===== src/rtl/paddle_controller.sv =====
// paddle_controller: per-frame paddle centre from synchronised, debounced buttons; define PADDLE_ACCEL_EN for the IDLE/ACCEL/CRUISE speed ramp
module paddle_controller #(
  parameter int PADDLE_WIDTH    = 99,
  parameter int SCREEN_WIDTH    = 640,
  parameter int X_RESET         = 320,
  parameter int SPEED_MIN       = 2,
  parameter int SPEED_MAX       = 8,
  parameter int ACCEL_FRAMES    = 4,
  parameter int DEBOUNCE_FRAMES = 3
) (
  input  logic       clk,
  input  logic       reset,
  input  logic       frame_tick,
  input  logic       btn_left,
  input  logic       btn_right,
  input  logic       lock,
  output logic [9:0] x,
  output logic       at_edge,
  output logic       moving
);
  localparam int X_MIN = PADDLE_WIDTH / 2;
  localparam int X_MAX = SCREEN_WIDTH - (PADDLE_WIDTH + 1) / 2;
  localparam int CW = $clog2((DEBOUNCE_FRAMES > ACCEL_FRAMES ? DEBOUNCE_FRAMES : ACCEL_FRAMES) + 1);
  localparam int SW = $clog2((SPEED_MAX > SPEED_MIN ? SPEED_MAX : SPEED_MIN) + 1);
  localparam logic signed [10:0] LO = 11'(X_MIN);
  localparam logic signed [10:0] HI = 11'(X_MAX);

  typedef enum logic [1:0] {IDLE, ACCEL, CRUISE} state_t;

  state_t             state_q, state_d;
  logic [1:0]         meta_q, sync_q;
  logic [1:0]         db_q, db_d;
  logic [1:0][CW-1:0] cnt_q, cnt_d;
  logic [9:0]         x_q, x_d;
  logic               dir_q, dir_d;
  logic [SW-1:0]      step;
  logic signed [10:0] sum;
  logic               go, right, mv;
`ifdef PADDLE_ACCEL_EN
  logic [SW-1:0]      speed_q, speed_d;
  logic [CW-1:0]      acc_q, acc_d;
`endif

  // bit 1 is left, bit 0 is right; exactly one debounced button gives a direction
  assign go      = db_q[1] ^ db_q[0];
  assign right   = db_q[0];
  assign x       = x_q;
  assign at_edge = (x_q == LO[9:0]) || (x_q == HI[9:0]);
  assign moving  = state_q != IDLE;

  // debounce: count ticks where the synchronised button disagrees, flip once the run is long enough
  always_comb begin
    db_d  = db_q;
    cnt_d = cnt_q;
    for (int i = 0; i < 2; i++) begin
      db_d[i]  = db_q[i] ^ (frame_tick && sync_q[i] != db_q[i] && cnt_q[i] == CW'(DEBOUNCE_FRAMES - 1));
      cnt_d[i] = !frame_tick ? cnt_q[i] : (sync_q[i] == db_q[i] || db_d[i] != db_q[i]) ? '0 : cnt_q[i] + 1'b1;
    end
  end

  // speed state machine and clamped move, evaluated once per frame using last frame's debounced buttons
  always_comb begin
    state_d = state_q;
    dir_d   = dir_q;
    mv      = 1'b0;
`ifdef PADDLE_ACCEL_EN
    speed_d = speed_q;
    acc_d   = acc_q;
    step    = speed_q;
`else
    step    = SW'(SPEED_MAX);
`endif
    if (frame_tick) begin
      if (lock || !go) begin
        state_d = IDLE;
`ifdef PADDLE_ACCEL_EN
        speed_d = SW'(SPEED_MIN);
        acc_d   = '0;
`endif
      end else begin
        mv    = 1'b1;
        dir_d = right;
`ifdef PADDLE_ACCEL_EN
        if (state_q == IDLE || right != dir_q) begin
          state_d = ACCEL;
          step    = SW'(SPEED_MIN);
          speed_d = SW'(SPEED_MIN);
          acc_d   = CW'(state_q == IDLE);
        end else if (state_q == ACCEL) begin
          acc_d = acc_q + 1'b1;
          if (acc_d == CW'(ACCEL_FRAMES)) begin
            acc_d   = '0;
            speed_d = speed_q + 1'b1;
            state_d = (speed_d == SW'(SPEED_MAX)) ? CRUISE : ACCEL;
          end
        end
`else
        state_d = CRUISE;
`endif
      end
    end
    sum = $signed({1'b0, x_q}) + (dir_d ? $signed({{(11-SW){1'b0}}, step}) : -$signed({{(11-SW){1'b0}}, step}));
    x_d = !mv ? x_q : (sum < LO) ? LO[9:0] : (sum > HI) ? HI[9:0] : sum[9:0];
  end

  // registers: synchroniser shifts every cycle, the rest only changes through the tick-gated *_d terms
  always_ff @(posedge clk) begin
    if (reset) begin
      meta_q  <= '0;
      sync_q  <= '0;
      db_q    <= '0;
      cnt_q   <= '0;
      x_q     <= 10'(X_RESET);
      dir_q   <= 1'b0;
      state_q <= IDLE;
`ifdef PADDLE_ACCEL_EN
      speed_q <= SW'(SPEED_MIN);
      acc_q   <= '0;
`endif
    end else begin
      meta_q  <= {btn_left, btn_right};
      sync_q  <= meta_q;
      db_q    <= db_d;
      cnt_q   <= cnt_d;
      x_q     <= x_d;
      dir_q   <= dir_d;
      state_q <= state_d;
`ifdef PADDLE_ACCEL_EN
      speed_q <= speed_d;
      acc_q   <= acc_d;
`endif
    end
  end
endmodule


===== config.mk =====
export PLATFORM = sky130hd
export DESIGN_NAME = paddle_controller
export DESIGN_NICKNAME = d
export VERILOG_FILES = /design/src/rtl/paddle_controller.sv
export SDC_FILE = /design/constraint.sdc
export NUM_CORES = 1
export LEC_CHECK = 0
export CAP_MARGIN = 20
export CORE_ASPECT_RATIO = 1.5
export CORE_MARGIN = 4
export CORE_UTILIZATION = 55
export CTS_CLUSTER_SIZE = 8
export DETAILED_ROUTE_END_ITERATION = 6
export GPL_TIMING_DRIVEN = 0
export PLACE_DENSITY = 0.79
export SETUP_SLACK_MARGIN = 0.15
export SYNTH_ARGS = -nofsm -noshare
export SYNTH_HDL_FRONTEND = slang
export SYNTH_SLANG_ARGS = --single-unit

===== constraint.sdc =====
create_clock -name clk -period 4.5 [get_ports clk]
set_input_delay 0.9 -clock clk [delete_from_list [all_inputs] [get_ports clk]]
set_output_delay 0.9 -clock clk [all_outputs]
set_load 0.02 [all_outputs]

==> flow_summary.yaml <==
grt:
  grt_start_max_net_pins: 13
  antenna_found_initial: 0
  grt_pass1_wl_um: 6470
  first_global_vias: 1503
  track_usage_pct: 22.1
  overflow: 0
route:
  drt-initial-drc-count: 77
  ant_nets: 0
  dr.pass1.iters: 4
  via_per_inst: 6.00
  drc: 0
  routed_wl_um: 3680
  route.vias.total: 1506
  wl_per_cell_um: 14.7
synth:
  yosysSeqAreaShare_pct: 30.1
  synthCells: 193
  netlist_area_um2: 1530
  ys_ff_latch: 23
  synth.avg_cell_area_um2: 7.92
  synthArstFlopShare_pct: 0
  netlist-cell-type-count: 50
  synth_edf_count: 0
  synth_fp_nets: 207
  yosys_warnings: 0
  synth_top_flop_cell: "dfxtp_1"
clock_tree:
  numCtsBuffers: 3
  htreeDepth: 1
  clockBufferDepth: 2
  worstSkewPairLatency_ns: 0.26
  cts_sinks: 23
  root_buffer: "clkbuf_8"
  cts_tree: "yes"
  clk_pin_slew_worst_paths_ns: 0.08
cells_and_area:
  synthToLayoutAreaGrowth_pct: 20.0
  antenna_cells: 0
  fin_nets: 229
  drive_above_1_share_pct: 9.35
worst_setup_path:
  crit_chain: "clkdlybuf4s50_1 > nand2b_1 > o22ai_4 > nor2_4 > xnor2_2 > ha_2 > nand3_1 > and2_1 > o211ai_1 > o211ai_1 > or4_4 > a211o_1 > nor3b_1"
  cp_slowest_cell: "or4_4"
  end_kind: "flop"
  cp.arrival_ns: 4.23
  critPathMaxFanout: 6
  crit_path_start_kind: "input pin"
  worstPathRequired_ns: 4.63
  cp_common_cell: "o211ai_1"
  setup.worst_path.class: "input pin to flop"
  slowest_delay_ns: 0.60
timing:
  period_minus_slack_ns: 4.10
  fin_crit_sh_pct: 91.1
  rsz0062_at_grt: "no"
  fin_skew_ns: 0.00545
  fmax_mhz: 244
  hold_ws_ns: 0.453
  final.setup.tns_ns: 0
  finalHoldViolations: 0
  slew_violations: 0
  tightest_slew_ns: 0.464
  setup_viol: 0
  slew_headroom_pct: 69.0
place:
  gp_congestion: 0.916
  dp_hpwl_um: 2800
  port_buffers: 16
status:
  outcome: "finished clean"
floorplan:
  start_util_pct: 57.1
  num_rows: 23
  dieArea_um2: 3700
  fp.coreArea_um2: 2680
  die_h_um: 72.6
  chipWidth_um: 51.0
  pin_count: 18
worst_hold_path:
  hold_path_class: "flop to flop"
power:
  ir_worst_vdd_uv: 227
  leakagePower_nw: 0.621
  power_per_cell_area_nw_per_um2: 201
run:
  cap_violations: 0
-- placed cells by master (no fill, tap or decap), drive strengths merged, types with 2 or more instances in the layout --
cell,n
o21ai,9
xor2,3
a21oi,7
a31oi,2
nand2b,5
buf,3
o21a,4
nor2b,7
clkbuf,12
nand2,18
and2,3
clkdlybuf4s50,15
or3,2
or2,3
nor3,7
xnor2,5
a211o,2
nor2,22
o211ai,6
a211oi,5
ha,8
o31ai,2
nand3,8
dfxtp,23
inv,7
or4,6
-- per-layer routing --
| metal | GRT usage (%) | wire (um) |
|---|---|---|
| met3 | 3.49 | 119 |
| met4 | 9.88 | 119 |
| met5 | 0 | 0 |
| met2 | 42.8 | 2050 |
| met1 | 22.4 | 1400 |
-- kinds of logic after synthesis --
kind of cell    Yosys count  synth area share, %
xor+xnor                  8                 4.59
buf+inv                  17                 4.91
mux                       2                 1.39
simple gates             85                 28.4
compound gates           50                 24.0
flops                    23                 30.1
fa+ha+maj                 8                 6.55
-- Yosys cell counts (6+ instances only) --
| master | n | area [um^2] |
|---|---|---|
| ha_1 | 8 | 100 |
| nor2_1 | 21 | 78.8 |
| nor2b_1 | 7 | 43.8 |
| inv_1 | 7 | 26.3 |
| nand2_1 | 18 | 67.6 |
| o211ai_1 | 6 | 45.0 |
| a21oi_1 | 7 | 35.0 |
| o21ai_0 | 8 | 40.0 |
| nand3_1 | 8 | 40.0 |
| nor3_1 | 7 | 35.0 |
| dfxtp_1 | 23 | 460 |
| clkbuf_1 | 8 | 30.0 |
-- sequential cells by signal (all words and copies together) (netlist names) --
signal / flops
state_q: 1
dir_q: 1
sync_q: 2
db_q: 2
meta_q: 2
x: 9
cnt_q: 6
-- worst max-delay path, delay by kind of cell --
kind	cells	cell delay [ns]
and+or+nand+nor	6	1.51
AOI/OAI and AO/OA	4	0.87
buffers and inverters	1	0.52
adders and majority gates	1	0.27
xor gates and xnor gates	1	0.16
-- stage by stage --
step | utilization, % | total power, mW | cells | setup WS, ns | area [um^2]
6_report | 68.5 | 0.368 | 251 | 0.399 | 1830
5_1_grt | 68.5 | 0.384 | 251 | 0.207 | 1830
4_1_cts | 67.9 | 0.371 | 250 | 0.259 | 1820
3_5_place_dp | 64.8 | 0.244 | 246 | -0.482 | 1730
3_3_place_gp | 64.8 | 0.242 | 246 | -0.374 | 1730
2_1_floorplan | - | 0.234 | 193 | 0.647 | 1530
-- path summary, 6_finish.rpt --
kind	from	end	slack, ns	cells after the start
max	lock	x[1]	0.40	13
min	meta_q[1]	sync_q[1]	0.45	1
max reg2reg	db_q[0]	x[1]	1.00	12
min reg2reg	meta_q[1]	sync_q[1]	0.45	1
-- where the power goes --
| part | internal, mW | leakage (nW) | switching [mW] | total (mW) |
|---|---|---|---|---|
| registers | 0.207 | 0.187 | 0.00299 | 0.210 |
| clock network | 0.0631 | 0.0228 | 0.0630 | 0.126 |
| logic | 0.0136 | 0.412 | 0.0179 | 0.0315 |
| total | 0.284 | 0.621 | 0.0839 | 0.368 |
-- repair_timing --
item | 4_1_cts | 5_1_grt
setup buffers | 0 | 1
hold buffers | 0 | 0
resized for setup | 9 | 1
setup endpoints to repair | 5 | 5
pin swaps | 0 | 1
-- area by class of cell --
class / instances / area [um^2]
plain buffers: 10 / 48.8
clock buffers: 4 / 45.0
fillers: 230 / 843
inverters: 7 / 26.3
multi-input cells: 153 / 1040
flip-flops and latches: 23 / 460
well taps: 37 / 46.3
repair buffers: 17 / 166
Note: power is estimated with default switching activity, not from simulation.
